==> src/rtl/mac_share_sched.sv <==
// Round-robin time-sharing of one external 3-stage multiply-add DSP among N_REQ requesters.
// Each in-flight operation is tagged with its requester id. Backpressure freezes the DSP via mac_ce.
module mac_share_sched #(
  parameter int N_REQ   = 4,
  parameter int ID_W    = 2,
  parameter int MAC_LAT = 3,
  parameter int C_SKEW  = 1
) (
  input  logic                 ap_clk,
  input  logic                 ap_rst,
  input  logic [N_REQ-1:0]     req_valid,
  output logic [N_REQ-1:0]     req_ready,
  input  logic [27*N_REQ-1:0]  req_a,
  input  logic [18*N_REQ-1:0]  req_b,
  input  logic [48*N_REQ-1:0]  req_c,
  output logic                 res_valid,
  input  logic                 res_ready,
  output logic [ID_W-1:0]      res_id,
  output logic [47:0]          res_data,
  output logic                 mac_ce,
  output logic [26:0]          mac_a,
  output logic [17:0]          mac_b,
  output logic [47:0]          mac_c,
  input  logic [47:0]          mac_dout,
  output logic                 busy
);

  logic                 stall;
  logic [ID_W-1:0]      rr_ptr_reg;
  logic                 grant_any;
  logic [ID_W-1:0]      grant_idx;
  logic [N_REQ-1:0]     grant;
  logic [26:0]          a_sel;
  logic [17:0]          b_sel;
  logic [47:0]          c_sel;
  logic [47:0]          c_dly_reg [C_SKEW];
  logic [MAC_LAT-1:0]   vld_reg;
  logic [ID_W-1:0]      id_reg    [MAC_LAT];

  // (base + off) mod N_REQ without requiring N_REQ to be a power of two
  function automatic logic [ID_W-1:0] wrap_add(input logic [ID_W-1:0] base, input int off);
    int s;
    s = int'(base) + off;
    if (s >= N_REQ) s = s - N_REQ;
    return s[ID_W-1:0];
  endfunction

  assign stall  = vld_reg[MAC_LAT-1] & ~res_ready;
  assign mac_ce = ~stall;

  always_comb begin
    grant_any = 1'b0;
    grant_idx = '0;
    grant     = '0;
    if (!stall) begin
      for (int k = 0; k < N_REQ; k++) begin
        if (!grant_any && req_valid[wrap_add(rr_ptr_reg, k)]) begin
          grant_any = 1'b1;
          grant_idx = wrap_add(rr_ptr_reg, k);
        end
      end
    end
    if (grant_any) grant[grant_idx] = 1'b1;
  end

  assign req_ready = grant;

  // AND-OR operand select; a bubble drives zeros into the DSP
  always_comb begin
    a_sel = '0;
    b_sel = '0;
    c_sel = '0;
    for (int i = 0; i < N_REQ; i++) begin
      if (grant[i]) begin
        a_sel = req_a[27*i +: 27];
        b_sel = req_b[18*i +: 18];
        c_sel = req_c[48*i +: 48];
      end
    end
  end

  assign mac_a = a_sel;
  assign mac_b = b_sel;
  assign mac_c = c_dly_reg[C_SKEW-1];

  always_ff @(posedge ap_clk or posedge ap_rst) begin
    if (ap_rst) begin
      rr_ptr_reg <= '0;
    end else if (grant_any) begin
      rr_ptr_reg <= wrap_add(grant_idx, 1);
    end
  end

  // Addend delay line matching the DSP's internal skew between a/b and c
  generate
    for (genvar gi = 0; gi < C_SKEW; gi++) begin : g_cdly
      always_ff @(posedge ap_clk or posedge ap_rst) begin
        if (ap_rst) begin
          c_dly_reg[gi] <= '0;
        end else if (mac_ce) begin
          if (gi == 0) c_dly_reg[gi] <= c_sel;
          else         c_dly_reg[gi] <= c_dly_reg[(gi > 0) ? gi-1 : 0];
        end
      end
    end
  endgenerate

  // Tag pipeline runs in lockstep with the DSP registers
  generate
    for (genvar gi = 0; gi < MAC_LAT; gi++) begin : g_tag
      always_ff @(posedge ap_clk or posedge ap_rst) begin
        if (ap_rst) begin
          vld_reg[gi] <= 1'b0;
          id_reg[gi]  <= '0;
        end else if (mac_ce) begin
          if (gi == 0) begin
            vld_reg[gi] <= grant_any;
            id_reg[gi]  <= grant_idx;
          end else begin
            vld_reg[gi] <= vld_reg[(gi > 0) ? gi-1 : 0];
            id_reg[gi]  <= id_reg[(gi > 0) ? gi-1 : 0];
          end
        end
      end
    end
  endgenerate

  assign res_valid = vld_reg[MAC_LAT-1];
  assign res_id    = id_reg[MAC_LAT-1];
  assign res_data  = mac_dout;
  assign busy      = |vld_reg;

endmodule

==> config.mk <==
export PLATFORM = sky130hd
export DESIGN_NAME = mac_share_sched
export DESIGN_NICKNAME = d
export VERILOG_FILES = /design/src/rtl/mac_share_sched.sv
export SDC_FILE = /design/constraint.sdc
export NUM_CORES = 1
export LEC_CHECK = 0
export ABC_AREA = 1
export BUFFER_PORTS_ARGS = -buffer_cell sky130_fd_sc_hd__buf_2
export CORE_AREA = 2 2 226 228
export DETAILED_ROUTE_END_ITERATION = 16
export DIE_AREA = 0 0 228 230
export MAX_ROUTING_LAYER = met4
export PLACE_DENSITY_LB_ADDON = 0.3
export SLEW_MARGIN = 10
export SYNTH_ARGS = -nofsm -noshare
export SYNTH_HDL_FRONTEND = slang
export SYNTH_SLANG_ARGS = --single-unit
==> constraint.sdc <==
create_clock -name ap_clk -period 3.1 [get_ports ap_clk]
set_clock_uncertainty 0.1 [all_clocks]
set_input_delay 0.31 -clock ap_clk [delete_from_list [all_inputs] [get_ports ap_clk]]
set_output_delay 0.31 -clock ap_clk [all_outputs]
set_load 0.01 [all_outputs]
; After elaboration in Yosys (flattened, before gate mapping)
; Cells that the tools add are included.
[word_totals]
ff_bits = 59
input_bits = 427
output_inout_bits = 150
[classes]
add_sub_neg = 9
order_cmp = 11
n_mux = 45
n_bitwise = 3
reduce_logical = 8
[ops]
columns = op, count
row1 = two-way mux 48 bit, 4
row2 = two-way mux 27 bit, 4
row3 = two-way mux 18 bit, 4
row4 = two-way mux 2 bit, 14
row5 = less-than comparator 2 x 3 -> 1 bit (second input constant), 5
row6 = two-way mux 1 bit, 13
row7 = >= comparator 3 bit (second input constant), 4
row8 = subtractor 2 x 1 -> 2 bit (second input constant), 5
row9 = binary-select mux 1 bit (select 2 bit), 4
row10 = adder 2 x 1 -> 3 bit (second input constant), 2
row11 = adder 2 x 2 -> 3 bit (second input constant), 2
row12 = logical AND 1 bit, 4
row13 = two-way mux 4 bit, 1
row14 = >= comparator 2 x 3 -> 1 bit (second input constant), 1
row15 = logical NOT 1 bit, 3
row16 = OR reduction 3 bit, 1
row17 = demux 1 bit (select 2 bit), 1
row18 = >= comparator 2 x 1 -> 1 bit (second input constant), 1
row19 = inverter 1 bit, 2
row20 = AND 1 bit, 1

; Depth between registers and ports, before layout
; Gate-level depths: netlist of run 1.
[depth]
word_depth = 28
mapped_depth = 24
depth_no_buf = 20

; Worst setup path after synthesis of run 1
; No wires, ideal clock.
[synth_timing]
path_type = reg2out
startpoint = register rr_ptr_reg[0]
endpoint = output mac_a[26]
t_arrival_ns = 2.769
slack_ns = -0.079
path_stages_with_launch = 22
path_buffers = 5
path_cell_list = dfrtp_1 > buf_6 > inv_6 > nand2_1 > nand3_1 > nand2_1 > nor2_4 > nand3_1 > nand3_1 > nand2_2 > buf_2 > buf_4 > nor2_2 > inv_1 > ha_1 > nand3_2 > buf_4 > buf_4 > nand2_1 > nor2_1 > nor2_1 > o21ai_0
[synth_between]
elab_chain_cells = 28
[synth_lines]
columns = item, line
row1 = from (decl), 29  ; logic [ID_W-1:0] rr_ptr_reg;
row2 = from (signal assigned), 90  ; rr_ptr_reg <= wrap_add(grant_idx, 1);
row3 = >= comparator 2 x 3 -> 1 bit / subtractor 2 x 1 -> 2 bit (equally long branches), 44  ; if (s >= N_REQ) s = s - N_REQ;
row4 = two-way mux 2 bit, 44
row5 = two-way mux 2 bit, 55  ; if (!stall) begin
row6 = binary-select mux 1 bit (select 2 bit), 57  ; if (!grant_any && req_valid[wrap_add(rr_ptr_reg, k)]) begin
row7 = two-way mux 1 bit (not written as such), 57
row8 = two-way mux 1 bit, 57
row9 = two-way mux 1 bit, 55
row10 = logical NOT 1 bit, 57
row11 = (+11 left out), n/a
row12 = via grant_idx[1], 31  ; logic [ID_W-1:0] grant_idx;
row13 = less-than comparator 2 x 3 -> 1 bit (not written as such) / >= comparator 2 x 1 -> 1 bit (equally long branches), 63  ; if (grant_any) grant[grant_idx] = 1'b1;
row14 = logical AND 1 bit (not written as such), 63
row15 = two-way mux 1 bit (not written as such), 63
row16 = demux 1 bit (select 2 bit) *, 63
row17 = two-way mux 4 bit *, 63
row18 = two-way mux 27 bit (3 in a row), 74  ; if (grant[i]) begin
row19 = two-way mux 27 bit *, 74
row20 = to (decl), 21  ; output logic [26:0] mac_a,
; Mark *: on every way through the listed nets, which the timed path passes. The rest lies on a longest branch. The select of a mux whose other input is x is not followed.

; Final worst setup path of run 1
[layout_timing]
startpoint = register rr_ptr_reg[0]
endpoint = output mac_a[12]
[layout_between]
elab_chain_cells = 28
[layout_lines]
columns = item, line
row1 = >= comparator 2 x 3 -> 1 bit / subtractor 2 x 1 -> 2 bit (equally long branches), 44
row2 = two-way mux 2 bit, 44
row3 = two-way mux 2 bit, 55
row4 = binary-select mux 1 bit (select 2 bit), 57
row5 = two-way mux 1 bit (not written as such), 57
row6 = two-way mux 1 bit, 57
row7 = two-way mux 1 bit, 55
row8 = logical NOT 1 bit, 57
row9 = (+10 left out), n/a
row10 = two-way mux 2 bit, 55
row11 = less-than comparator 2 x 3 -> 1 bit (not written as such) / >= comparator 2 x 1 -> 1 bit (equally long branches), 63
row12 = logical AND 1 bit (not written as such), 63
row13 = two-way mux 1 bit (not written as such), 63
row14 = demux 1 bit (select 2 bit), 63
row15 = two-way mux 4 bit *, 63
row16 = two-way mux 27 bit (3 in a row), 74
row17 = two-way mux 27 bit *, 74
; Every way passes the cells marked *; elsewhere a longest branch is shown, timed or not. The select of a mux whose other input is x is not followed.

==> results.md, run 1 <==
Cells and area:
- The library cell used most frequently in the layout, excluding fill and tap cells, is sky130_fd_sc_hd__buf_2.
- Leaving out fill and tap cells, the most frequent cells in the layout are 475 x sky130_fd_sc_hd__buf_2, 353 x sky130_fd_sc_hd__nand2_1, 155 x sky130_fd_sc_hd__inv_1, 141 x sky130_fd_sc_hd__nand3_1.
- After routing the design area is 0.0117 sq mm.
- The final layout contains 2119 nets.
- The relative area change from synthesis to final layout is 69.2%.
- The flip-flop count of the largest register after layout is 48.
- Of the cells placed in the final design, the portion with a size suffix greater than 1 is 49.2%.

Timing:
- Setup violations remaining at the end of the flow were counted as 81.
- The max-slew violation count came to 0.
- For the pin with the worst max-slew slack, the measured transition is 0.919 ns.
- The share of the clock period used by the worst path is 110%.
- Across all setup checks in the final design, the least slack found is -0.306 ns.
- The total negative slack for setup checks is -11.02 ns.
- Setup repair after global routing could not meet its margin everywhere.
- The smallest clock period supported by the final layout is computed as 3.41 ns.
- The normalized max-slew margin is 38.8%.
- Derived from the worst setup path, the maximum achievable clock frequency is 294 MHz.
- The final hold violation count is 0.

Yosys:
- During synthesis, Yosys emitted a total of 0 warnings.
- After synthesis the cells add up to 0.00690 sq mm.
- In this run, distinct cell masters in the synthesized netlist total 31.
- Summing the sequential cell areas from Yosys gives 21.4% of the chip area.
- The number of enable flip-flop cells after synthesis is 0.
- The mean cell area of the mapped netlist is 5.63 sq um.
- The most frequently used flop master after synthesis is sky130_fd_sc_hd__dfrtp_1.
- The number of nets in the synthesized netlist is 1653.
- The register bit count reported by yosys is 59.
- Of all flip-flops after synthesis, the portion carrying an async set or reset was 100%.
- Synthesis produced a netlist whose cell count is 1224.

Clocking:
- The clock tree synthesis step divided the H-tree into 3 levels.
- The clock network latency to the later pin of the worst-skew pair is 0.35 ns.
- The clock tree from TritonCTS is built.
- The count of hold buffers inserted by post-cts repair is 0.
- The cell sitting at the root of the clock tree is a sky130_fd_sc_hd__clkbuf_16.
- The tree built by TritonCTS fans out to 59 sinks.
- After clock tree synthesis, the clock-pin slew on the worst setup and hold paths is 0.06 ns.
- The maximum clock insertion buffer count is 2.
- Clock tree synthesis inserted a total of 9 buffers.

Critical path:
- Of all nets on the critical path, the largest fanout is 6.
- The setup path with the least slack is of type register to output pin.
- The required time of the critical path is 2.69 ns.
- For the worst setup path, the data arrival time is 3.00 ns.
- The worst setup path is launched from a register.
- The origin of the critical flop-to-flop path is rr_ptr_reg[0]$_DFFE_PP0P_.
- Counting cells, the worst reg-to-reg path comes to 26.
- The worst reg2reg path endpoint is mac_c[43]$_DFFE_PP0N_.
- The launch point of the worst path is rr_ptr_reg[0]$_DFFE_PP0P_.
- The kind of end point of the critical path is an output pin.
- The worst register-to-register path has a setup slack of -0.15 ns.

Die:
- The standard-cell row count is 82.
- In this run the vertical extent of the chip is 230 um.
- The area enclosed by the die boundary is 0.0524 sq mm.
- Measured along the x axis, the die boundary spans 228 um.
- The starting density of the core is 13.8%.
- The floorplan step defined a core boundary enclosing 0.0499 sq mm.
- The top-level port count is 577.

Detailed routing:
- After detailed routing, the average wire length per cell comes to 17.9 um.
- The number of detailed-route iterations in the first pass is 5.
- The via count is 9597.
- The DRC violations left is 0.
- The number of nets with antenna violations after routing is 0.
- Summed over all layers, the routed wires come to 42.4 mm.
- The detail-routed via count per cell is 4.05.
- The detailed router finished its first iteration with 381 violations.

Hold path:
- The tightest min-delay check is of the input pin to register type.
- In this run the most critical hold path is launched from req_c[146].
- The hold-critical path endpoint is mac_c[2]$_DFFE_PP0N_.
- The worst hold path passes through 3 cells.

Global routing:
- The first global-routing pass estimated 58.1 mm of wire.
- The number of global-route vias before repair came to 9659.
- The global routing usage summed across all routing layers is 15.1%.
- The remaining global-route overflow is 0.
- Entering global routing, the biggest net connects 71 pins.
- The initial antenna violation count came to 5.

Power:
- IR analysis of the VDD net gives a maximum drop of 0.000649 V.
- For this design the ratio of total power to cell area is 1390 mW/mm^2.
- For this design the static power due to leakage is 6.65 nW.

Placed design:
- The wire-length estimate of the detail-placed layout is 28.9 mm.
- The global placer's final weighted congestion is 0.929.
- The placed standard-cell area is 0.00988 sq mm.
- Port buffering added 480 buffers.

Outcome:
- The flow ran to the end, but the final reports show violations.
- The final reports fail on negative setup slack.

Job:
- The number of max-cap violations is 0.
[repair_timing]
action                                 in CTS  in global routing
setup endpoints to repair                  51                 96
buffers inserted                           25                 28
resized for setup                          85                147
endpoints found under the hold margin       0                  0
gates cloned                                8                 12
pin swaps                                  25                 61
[synthesized netlist by cell type (2+ instances only)]
cell type | instances | area, sq um
sky130_fd_sc_hd__inv_4 | 2 | 12.5
sky130_fd_sc_hd__clkbuf_1 | 19 | 71.3
sky130_fd_sc_hd__o21ai_1 | 56 | 280
sky130_fd_sc_hd__nand3_1 | 152 | 761
sky130_fd_sc_hd__buf_6 | 5 | 56.3
sky130_fd_sc_hd__buf_4 | 69 | 518
sky130_fd_sc_hd__dfrtp_1 | 59 | 1480
sky130_fd_sc_hd__o21ai_0 | 83 | 415
sky130_fd_sc_hd__nand2_8 | 2 | 40.0
sky130_fd_sc_hd__nand2_2 | 7 | 43.8
sky130_fd_sc_hd__or2_2 | 38 | 238
sky130_fd_sc_hd__nand3_2 | 2 | 20.0
sky130_fd_sc_hd__buf_2 | 33 | 165
sky130_fd_sc_hd__nand2_1 | 408 | 1530
sky130_fd_sc_hd__ha_1 | 2 | 25.0
sky130_fd_sc_hd__or2_1 | 9 | 56.3
sky130_fd_sc_hd__inv_1 | 160 | 601
sky130_fd_sc_hd__inv_2 | 4 | 15.0
sky130_fd_sc_hd__buf_8 | 2 | 30.0
sky130_fd_sc_hd__nor2_4 | 2 | 22.5
sky130_fd_sc_hd__nor2_1 | 91 | 342
sky130_fd_sc_hd__o21ai_2 | 10 | 87.6
[layout make-up]
| cell class | count | area [sq um] |
|---|---|---|
| diodes | 5 | 12.5 |
| well taps | 672 | 841 |
| fillers | 5767 | 38200 |
| inverters | 167 | 658 |
| clock inverters | 2 | 10.0 |
| flip-flops and latches | 59 | 1480 |
| multi-input cells | 868 | 4500 |
| repair buffers | 585 | 3900 |
| clock buffers | 13 | 270 |
[critical path, cell delays in order, from the launching register on]
cell	delay, ns
sky130_fd_sc_hd__dfrtp_2	0.47
sky130_fd_sc_hd__buf_6	0.15
sky130_fd_sc_hd__nand2_2	0.06
sky130_fd_sc_hd__nand2_2	0.06
sky130_fd_sc_hd__nand2_2	0.08
sky130_fd_sc_hd__nand2_4	0.06
sky130_fd_sc_hd__nor2_4	0.16
sky130_fd_sc_hd__buf_6	0.12
sky130_fd_sc_hd__nand3_4	0.06
sky130_fd_sc_hd__nand2_4	0.09
sky130_fd_sc_hd__inv_4	0.05
sky130_fd_sc_hd__nand2_8	0.08
sky130_fd_sc_hd__inv_6	0.03
sky130_fd_sc_hd__ha_4	0.15
sky130_fd_sc_hd__nand3_4	0.11
sky130_fd_sc_hd__buf_12	0.16
sky130_fd_sc_hd__buf_12	0.13
sky130_fd_sc_hd__nand2_4	0.04
sky130_fd_sc_hd__nor2_2	0.09
sky130_fd_sc_hd__nor2_2	0.05
sky130_fd_sc_hd__o21ai_2	0.23
sky130_fd_sc_hd__buf_2	0.18
[how the worst max path moves through the flow]
| stage | endpoint | slack (ns) | cells after the start |
|---|---|---|---|
| after floorplan | mac_a[17] | -0.009 | 21 |
| after global placement | mac_b[5] | -0.08 | 17 |
| after detailed placement | mac_b[1] | -0.09 | 21 |
| after CTS | mac_b[2] | -0.26 | 22 |
| after global routing | mac_a[12] | -0.43 | 20 |
| final | mac_a[12] | -0.31 | 21 |
[power by group]
part | switching [W] | internal, W | leakage (nW)
Combinational | 0.00808 | 0.00572 | 5.78
Clock | 0.000394 | 0.000600 | 0.142
Sequential | 0.000211 | 0.00119 | 0.732
[per-stage QoR]
stage               util (%)  worst slack (ns)  hold slack [ns]  cells  total power [W]
floorplan                  -          -0.00893            0.342   1224          0.00837
global placement        19.8           -0.0836            0.355   2285           0.0121
detailed placement      19.8           -0.0949            0.354   2285           0.0121
CTS                     21.7            -0.258           0.0488   2333           0.0147
global route            23.4            -0.425           0.0714   2371           0.0175
finish                  23.4            -0.306           0.0715   2371           0.0162
[logic make-up (layout without fill, tap and decap cells)]
group / count (synthesis) / count (layout) / share of synthesized area, %
other: 0 / 5 / 0
flip-flops: 59 / 59 / 21.4
buffers and inverters: 297 / 767 / 21.8
AND/OR/NAND/NOR: 716 / 716 / 45.0
adder cells (fa/ha/maj): 2 / 2 / 0.363
AO/OA/AOI/OAI: 150 / 150 / 11.4
[layer usage]
| layer | track usage, % | part of all wire, % | wire, um |
|---|---|---|---|
| met1 | 15.9 | 38 | 16200 |
| met2 | 26.9 | 51 | 21800 |
| met3 | 3.63 | 6.7 | 2860 |
| met4 | 6.62 | 3.6 | 1540 |
| met5 | - | 0 | 0 |
No activity file was read; power rests on OpenSTA's default activity.
==> run 2: changes to the inputs <==
--- a/config.mk
+++ b/config.mk
@@ -7,12 +7,13 @@
 export LEC_CHECK = 0
 export ABC_AREA = 1
 export BUFFER_PORTS_ARGS = -buffer_cell sky130_fd_sc_hd__buf_2
-export CORE_AREA = 2 2 226 228
+export CORE_AREA = 3 3 227 229
 export DETAILED_ROUTE_END_ITERATION = 16
-export DIE_AREA = 0 0 228 230
+export DIE_AREA = 0 0 230 232
 export MAX_ROUTING_LAYER = met4
 export PLACE_DENSITY_LB_ADDON = 0.3
 export SLEW_MARGIN = 10
 export SYNTH_ARGS = -nofsm -noshare
 export SYNTH_HDL_FRONTEND = slang
 export SYNTH_SLANG_ARGS = --single-unit
+export TNS_END_PERCENT = 10
==> results.md, run 2 (same netlist as run 1, synthesis figures left out) <==
Outcome:
- Status: complete, but fails checks (unchanged).
- Failing checks: negative setup slack (unchanged).

Detailed routing:
- The number of nets with antenna violations after routing was 0 (unchanged).
- The detailed-route wire length is 38.8 mm (was 42.4 mm).
- The number of detailed-route iterations in the first pass is 4 (was 5).
- The routed wirelength normalized by instance count was 16.6 um (was 17.9 um).
- The via count was 9348 (was 9597).
- The DRC violation total after the first TritonRoute iteration is 336 (was 381).
- The detail-routed via count per cell was 4.01 (was 4.05).
- The DRC violations left was 0 (unchanged).

Timing:
- The pin slew with the least headroom to its limit was 0.753 ns (was 0.919 ns).
- Unrepaired setup endpoints after global routing: true (unchanged).
- The least setup slack across all paths after layout came to -0.355 ns (was -0.306 ns).
- The shortest period the worst path allows is 3.45 ns (was 3.41 ns).
- The max-slew violation count was 0 (unchanged).
- The maximum clock rate is 289 MHz (was 294 MHz).
- The share of the clock period used by the worst path is 111% (was 110%).
- The final hold slack is 0.000260 ns (was 0.0715 ns).
- The setup-violating endpoint count in the final report is 71 (was 81).
- The final hold violation count is 0 (unchanged).
- The normalized max-slew margin is 49.7% (was 38.8%).

Die:
- The standard-cell row count is 82 (unchanged).
- The die width is 230 um (was 228 um).
- The core outline area came to 0.0499 sq mm (unchanged).
- The starting density of the core is 13.8% (unchanged).
- The top-level port count was 577 (unchanged).
- The area enclosed by the die boundary is 0.0534 sq mm (was 0.0524 sq mm).
- The height of the die is 232 um (was 230 um).

Power:
- The proportion of total power due to net switching is 55.3% (was 53.6%).
- The logic gate share of total power came to 83.3% (was 85.2%).
- The switching power summed over all nets is 0.00773 W (was 0.00868 W).
- The power density over the cells is 1300 mW/mm^2 (was 1390 mW/mm^2).
- The fraction of power consumed by sequential logic is 10.1% (was 8.7%).
- The internal power is 0.00625 W (was 0.00751 W).
- The final total power is 0.0140 W (was 0.0162 W).
- The leakage component of the power is 6.20 nW (was 6.65 nW).
- The relative contribution of the clock network to total power is 6.6% (was 6.1%).
- The peak ir drop on the vdd network came to 0.000644 V (was 0.000649 V).

Critical path:
- The critical path start-end classification is register to output pin (unchanged).
- The required time of the critical path was 2.69 ns (about the same).
- The kind of end point of the critical path is an output pin (unchanged).
- The kind of start point of the critical path is a register (unchanged).
- The logic depth of the worst register-to-register path is 24 (was 26).
- The worst endpoint data arrival time is 3.04 ns (was 3.00 ns).
- The biggest fanout along the worst timing path is 7 (was 6).
- The slack of the worst reg-to-reg path is -0.15 ns (about the same).

Cells and area:
- The relative area change from synthesis to final layout is 55.8% (was 69.2%).
- The final net count is 2078 (was 2119).
- Commonest non-fill, non-tap cells in the layout: 476 x sky130_fd_sc_hd__buf_2, 389 x sky130_fd_sc_hd__nand2_1, 157 x sky130_fd_sc_hd__inv_1, 148 x sky130_fd_sc_hd__nand3_1, 75 x sky130_fd_sc_hd__o21ai_0 (was 475 x sky130_fd_sc_hd__buf_2, 353 x sky130_fd_sc_hd__nand2_1, 155 x sky130_fd_sc_hd__inv_1, 141 x sky130_fd_sc_hd__nand3_1).
- The flip-flop count of the largest register after layout was 48 (unchanged).
- The leading cell type in the layout, fill and taps excluded was sky130_fd_sc_hd__buf_2 (unchanged).
- The fraction of final layout cells sized beyond drive strength 1 was 43.5% (was 49.2%).

Placed design:
- The half-perimeter wire length after detailed placement is 29.1 mm (was 28.9 mm).
- The global placer's final weighted congestion is 0.986 (was 0.929).
- The number of buffers inserted by port buffering was 480 (unchanged).

Global routing:
- The largest net degree at the start of global routing came to 54 (was 71).
- The initial antenna violation count is 7 (was 5).
- The wire length of the first global-routing pass is 54.7 mm (was 58.1 mm).
- The global routing usage summed across all routing layers is 13.9% (was 15.1%).
- The number of global-route vias before repair is 9344 (was 9659).
- The remaining global-route overflow was 0 (unchanged).

Job:
- The number of max-cap violations was 0 (unchanged).

Clocking:
- The CTS root buffer is sky130_fd_sc_hd__clkbuf_16 (unchanged).
- The maximum clock insertion buffer count is 2 (unchanged).
- The clock transition at the register clock pins on the worst setup and hold paths after CTS came to 0.05 ns (was 0.06 ns).
- The clock tree from TritonCTS is built (unchanged).
- The TritonCTS sink count is 59 (unchanged).
- The depth of the CTS H-tree is 3 (unchanged).
- The total clock buffers created by CTS is 9 (unchanged).
- The clock network latency to the later pin of the worst-skew pair is 0.35 ns (about the same).

Hold path:
- The worst min-delay path class is input pin to asynchronous set/reset pin (was input pin to register).
run 2: power by group through the flow:
| stage | Sequential, W | Clock [W] | Combinational, W |
|---|---|---|---|
| finish | 0.00142 | 0.000921 | 0.0116 |
| global route | 0.00146 | 0.000997 | 0.0129 |
| CTS | 0.00140 | 0.000968 | 0.0111 |
| detailed placement | 0.00142 | 0 | 0.0106 |
| global placement | 0.00141 | 0 | 0.0106 |
| floorplan | 0.00151 | 0 | 0.00675 |
run 2: path summary, 6_finish.rpt:
path,end,from
min,mac_c[28]$_DFFE_PP0N_,ap_rst
min reg2reg,res_id[0]$_DFFE_PP0N_,res_id[0]$_DFFE_PP0N_
min in group ap_clk,mac_c[6]$_DFFE_PP0N_,req_c[150]
max in group asynchronous,rr_ptr_reg[0]$_DFFE_PP0P_,ap_rst
max,mac_a[12],rr_ptr_reg[0]$_DFFE_PP0P_
max reg2reg,mac_c[20]$_DFFE_PP0N_,rr_ptr_reg[0]$_DFFE_PP0P_
run 2: layout make-up:
class	instances	area (sq um)
multi-input cells	868	4250
inverters	167	657
clock inverters	3	15.0
clock buffers	13	240
repair buffers	544	3250
diodes	4	10.0
well taps	672	841
flip-flops and latches	59	1480
fillers	5811	39100
run 2: worst max-delay path, stage by stage (launching register included):
cell and delay, ns:
sky130_fd_sc_hd__dfrtp_2 0.46, sky130_fd_sc_hd__buf_6 0.15, sky130_fd_sc_hd__nand2_4 0.07, sky130_fd_sc_hd__nand2_4 0.06, sky130_fd_sc_hd__nand2_4 0.08, sky130_fd_sc_hd__nand2_2 0.08, sky130_fd_sc_hd__nor2_4 0.17, sky130_fd_sc_hd__nand3_2 0.10
sky130_fd_sc_hd__nand3_2 0.09, sky130_fd_sc_hd__nand2_2 0.08, sky130_fd_sc_hd__nor2_4 0.13, sky130_fd_sc_hd__inv_2 0.06, sky130_fd_sc_hd__ha_4 0.16, sky130_fd_sc_hd__nand3_4 0.18, sky130_fd_sc_hd__buf_12 0.18, sky130_fd_sc_hd__buf_8 0.12
sky130_fd_sc_hd__nand2_2 0.05, sky130_fd_sc_hd__nor2_2 0.09, sky130_fd_sc_hd__nor2_2 0.05, sky130_fd_sc_hd__o21ai_2 0.16, sky130_fd_sc_hd__buf_2 0.16
run 2: routing by layer:
layer / wire length [um] / global-route usage, % / vias to the layer above
met5: 0 / - / -
met3: 2530 / 2.93 / 59
met2: 20300 / 25.8 / 436
met1: 14600 / 14.1 / 4294
met4: 1320 / 5.87 / 0
li1: - / - / 4559
run 2: stage by stage:
step	instances	setup TNS (ns)	util (%)	area (sq um)	setup slack (ns)
2_1_floorplan	1224	-0.351	-	7020	-0.00893
3_3_place_gp	2290	-0.0793	19.9	9910	-0.0793
3_5_place_dp	2290	-0.226	19.9	9910	-0.104
4_1_cts	2313	-10.99	20.7	10300	-0.310
5_1_grt	2330	-32.40	21.5	10700	-0.523
6_report	2330	-15.90	21.5	10700	-0.355
run 2: repair_timing:
action | 4_1_cts | 5_1_grt
gates resized for setup | 24 | 73
endpoints found under the hold margin | 0 | 0
gates cloned | 3 | 5
setup buffers | 4 | 8
pin swaps | 1 | 67
hold buffers | 0 | 0
endpoints found under the setup margin | 49 | 84
==> run 3: changes to the inputs <==
--- a/config.mk
+++ b/config.mk
@@ -7,9 +7,10 @@
 export LEC_CHECK = 0
 export ABC_AREA = 1
 export BUFFER_PORTS_ARGS = -buffer_cell sky130_fd_sc_hd__buf_2
-export CORE_AREA = 3 3 227 229
+export CORE_AREA = 3 3 224 226
+export CTS_BUF_LIST = sky130_fd_sc_hd__clkbuf_2 sky130_fd_sc_hd__clkbuf_4 sky130_fd_sc_hd__clkbuf_8
 export DETAILED_ROUTE_END_ITERATION = 16
-export DIE_AREA = 0 0 230 232
+export DIE_AREA = 0 0 227 229
 export MAX_ROUTING_LAYER = met4
 export PLACE_DENSITY_LB_ADDON = 0.3
 export SLEW_MARGIN = 10
==> results.md, run 3 (same netlist as run 1, synthesis figures left out) <==
Die:
- The starting density of the core is 14.2% (was 13.8%).
- The height of the die is 229 um (was 232 um).
- The die width is 227 um (was 230 um).
- The standard-cell row count is 81 (was 82).
- The core outline area was 0.0485 sq mm (was 0.0499 sq mm).
- The area enclosed by the die boundary is 0.0520 sq mm (was 0.0534 sq mm).
- The top-level port count came to 577 (unchanged).

Detailed routing:
- The topmost layer with routed signal wires is met4 (unchanged).
- The number of detailed-route iterations in the first pass is 4 (unchanged).
- The amount of wire on met2 after detailed routing was 20.4 mm (was 20.3 mm).
- The routed wirelength normalized by instance count is 17.1 um (was 16.6 um).
- The DRC violations left is 0 (unchanged).
- The detailed-routed wire length on met3 is 2.75 mm (was 2.53 mm).
- The detail-routed via count per cell is 4.12 (was 4.01).
- The routed length on met1 is 14.5 mm (was 14.6 mm).
- The DRC violation total after the first TritonRoute iteration is 358 (was 336).
- The via count came to 9381 (was 9348).
- The number of nets with antenna violations after routing is 0 (unchanged).
- The detailed-route wire length is 38.9 mm (was 38.8 mm).

Cells and area:
- The relative area change from synthesis to final layout is 53.9% (was 55.8%).
- The leading cell type in the layout, fill and taps excluded is sky130_fd_sc_hd__buf_2 (unchanged).
- The final core utilization came to 21.9% (was 21.5%).
- The fraction of final layout cells sized beyond drive strength 1 is 44.4% (was 43.5%).
- The final net count came to 2077 (was 2078).
- Commonest non-fill, non-tap cells in the layout: 474 x sky130_fd_sc_hd__buf_2, 378 x sky130_fd_sc_hd__nand2_1, 157 x sky130_fd_sc_hd__inv_1, 144 x sky130_fd_sc_hd__nand3_1, 76 x sky130_fd_sc_hd__o21ai_0 (was 476 x sky130_fd_sc_hd__buf_2, 389 x sky130_fd_sc_hd__nand2_1, 157 x sky130_fd_sc_hd__inv_1, 148 x sky130_fd_sc_hd__nand3_1, 75 x sky130_fd_sc_hd__o21ai_0).
- The flip-flop count of the largest register after layout came to 48 (unchanged).

Timing:
- The pin slew with the least headroom to its limit is 0.770 ns (was 0.753 ns).
- The share of the clock period used by the worst path is 110% (was 111%).
- The maximum clock rate is 293 MHz (was 289 MHz).
- The setup-violating endpoint count in the final report is 46 (was 71).
- The shortest period the worst path allows is 3.41 ns (was 3.45 ns).
- The final hold violation count is 0 (unchanged).
- The max-slew violation count is 0 (unchanged).
- Unrepaired setup endpoints after global routing: true (unchanged).
- The normalized max-slew margin is 48.7% (was 49.7%).
- The least setup slack across all paths after layout is -0.311 ns (was -0.355 ns).

Critical path:
- The biggest fanout along the worst timing path is 7 (unchanged).
- Chain of cells forming the critical path: buf_6, nand2_2, nand2_2, nand2_2, nand2_2, nor2_4, nand3_2, nand3_2, nand2_2, nor2_4, inv_2, ha_4, nand3_4, buf_12, clkbuf_16, nand2_1, nor2_1, nor2_1, o21ai_2, buf_2 (was buf_6, nand2_4, nand2_4, nand2_4, nand2_2, nor2_4, nand3_2, nand3_2, nand2_2, nor2_4, inv_2, ha_4, nand3_4, buf_12, buf_8, nand2_2, nor2_2, nor2_2, o21ai_2, buf_2).
- The worst endpoint data arrival time came to 3.00 ns (was 3.04 ns).
- The required time of the critical path is 2.69 ns (about the same).
- The number of buffer and inverter stages on the critical path is 5 (unchanged).
- The kind of start point of the critical path is a register (unchanged).
- The kind of end point of the critical path was an output pin (unchanged).
- The category of cells accounting for the largest share of critical-path delay is simple AND/OR/NAND/NOR gates (unchanged).
- In this design, the critical path's most frequently occurring cell is sky130_fd_sc_hd__nand2_2.
- The maximum cell stage delay along the critical path is 0.46 ns (about the same).
- The critical path start-end classification is register to output pin (unchanged).
- The cell with the largest stage delay on the worst path is sky130_fd_sc_hd__dfrtp_2 (unchanged).

Clocking:
- The depth of the CTS H-tree was 3 (unchanged).
- The clock tree from TritonCTS is built (unchanged).
- The clock network latency to the later pin of the worst-skew pair was 0.37 ns (was 0.35 ns).
- The CTS root buffer is sky130_fd_sc_hd__clkbuf_8 (was sky130_fd_sc_hd__clkbuf_16).
- The clock transition at the register clock pins on the worst setup and hold paths after CTS is 0.08 ns (was 0.05 ns).
- The total clock buffers created by CTS is 9 (unchanged).
- The maximum clock insertion buffer count was 2 (unchanged).
- The TritonCTS sink count is 59 (unchanged).

Global routing:
- The initial antenna violation count was 6 (was 7).
- The largest net degree at the start of global routing came to 64 (was 54).
- The remaining global-route overflow is 0 (unchanged).
- The wire length of the first global-routing pass is 55.8 mm (was 54.7 mm).
- The number of global-route vias before repair came to 9722 (was 9344).
- The global routing usage summed across all routing layers was 14.5% (was 13.9%).

Placed design:
- The post-placement setup slack is -0.167 ns (was -0.104 ns).
- The number of buffers inserted by port buffering is 480 (unchanged).
- The global placer's final weighted congestion is 0.858 (was 0.986).
- The half-perimeter wire length after detailed placement is 29.7 mm (was 29.1 mm).

Power:
- The power density over the cells is 1290 mW/mm^2 (was 1300 mW/mm^2).
- The peak ir drop on the vdd network was 0.00111 V (was 0.000644 V).
- The leakage component of the power is 6.15 nW (was 6.20 nW).

Job:
- The number of max-cap violations came to 0 (unchanged).

Hold path:
- The worst min-delay path class is input pin to register (was input pin to asynchronous set/reset pin).

Outcome:
- Status: complete, but fails checks (unchanged).
- Failing checks: negative setup slack (unchanged).
==> run 3: report_power, final <==
group / leakage (nW) / total, W / switching (W) / internal, W
Combinational: 5.32 / 0.0116 / 0.00712 / 0.00444
Clock: 0.0987 / 0.000711 / 0.000353 / 0.000358
Sequential: 0.731 / 0.00141 / 0.000221 / 0.00119
Total: 6.15 / 0.0137 / 0.00769 / 0.00599
==> run 3: repair_timing <==
| item | 4_1_cts | 5_1_grt |
|---|---|---|
| hold buffers | 4 | 0 |
| buffers inserted | 13 | 2 |
| resized for setup | 49 | 69 |
| endpoints found under the hold margin | 22 | 0 |
| gates cloned | 1 | 2 |
| endpoints found under the setup margin | 51 | 97 |
| pin swaps | 41 | 54 |
==> run 3: per-stage QoR <==
stage / cell area (sq um) / total power [W] / setup TNS (ns) / hold slack, ns / instances
2_1_floorplan: 7020 / 0.00826 / -0.351 / 0.342 / 1224
3_3_place_gp: 9840 / 0.0120 / -0.0106 / 0.263 / 2239
3_5_place_dp: 9840 / 0.0120 / -1.28 / 0.268 / 2239
4_1_cts: 10300 / 0.0134 / -12.71 / 0.00676 / 2271
5_1_grt: 10600 / 0.0151 / -19.44 / 0.0352 / 2275
6_report: 10600 / 0.0137 / -10.85 / 0.0531 / 2276
==> run 3: layout make-up <==
class | instances | area, sq um
Clock inverter | 2 | 10.0
Antenna cell | 2 | 5.00
Sequential cell | 59 | 1480
Inverter | 167 | 649
Clock buffer | 13 | 173
Tap cell | 622 | 778
Timing Repair Buffer | 543 | 3190
Multi-Input combinational cell | 868 | 4330
Fill cell | 5585 | 37900
==> run 3: worst paths after layout <==
check                                     startpoint                   endpoint  slack (ns)  depth (start not counted)
max                        rr_ptr_reg[0]$_DFFE_PP0P_                   mac_a[0]       -0.31                         20
min                                       req_c[149]       mac_c[5]$_DFFE_PP0N_        0.05                          3
max reg2reg                rr_ptr_reg[0]$_DFFE_PP0P_       mac_c[0]$_DFFE_PP0N_        0.08                         21
min reg2reg                    mac_c[47]$_DFFE_PP0N_      mac_c[47]$_DFFE_PP0N_        0.39                          2
max in group asynchronous                     ap_rst  rr_ptr_reg[0]$_DFFE_PP0P_        1.45                          4
min in group asynchronous                     ap_rst      mac_c[23]$_DFFE_PP0N_        0.40                          3
==> run 3: layer usage <==
layer / GRT usage, % / up-vias
met2: 27.0 / 470
met5: - / -
met3: 3.08 / 69
li1: - / 4552
met1: 14.6 / 4290
met4: 5.84 / 0
==> run 3: worst reg2reg max path, stage by stage, from the launching register on <==
cell                      delay, ns
sky130_fd_sc_hd__dfrtp_2       0.46
sky130_fd_sc_hd__buf_6         0.15
sky130_fd_sc_hd__nand2_2       0.08
sky130_fd_sc_hd__nand2_2       0.07
sky130_fd_sc_hd__nand2_2       0.07
sky130_fd_sc_hd__nand2_2       0.08
sky130_fd_sc_hd__nor2_4        0.17
sky130_fd_sc_hd__nand3_2       0.12
sky130_fd_sc_hd__nand3_2       0.09
sky130_fd_sc_hd__nand2_2       0.07
sky130_fd_sc_hd__nor2_4        0.11
sky130_fd_sc_hd__inv_2         0.06
sky130_fd_sc_hd__ha_4          0.16
sky130_fd_sc_hd__nand3_4       0.15
sky130_fd_sc_hd__buf_6         0.17
sky130_fd_sc_hd__buf_16        0.22
sky130_fd_sc_hd__nand2_1       0.16
sky130_fd_sc_hd__inv_1         0.06
sky130_fd_sc_hd__nand3_1       0.07
sky130_fd_sc_hd__nand2_2       0.15
sky130_fd_sc_hd__nand3_1       0.08
sky130_fd_sc_hd__nand3_1       0.09
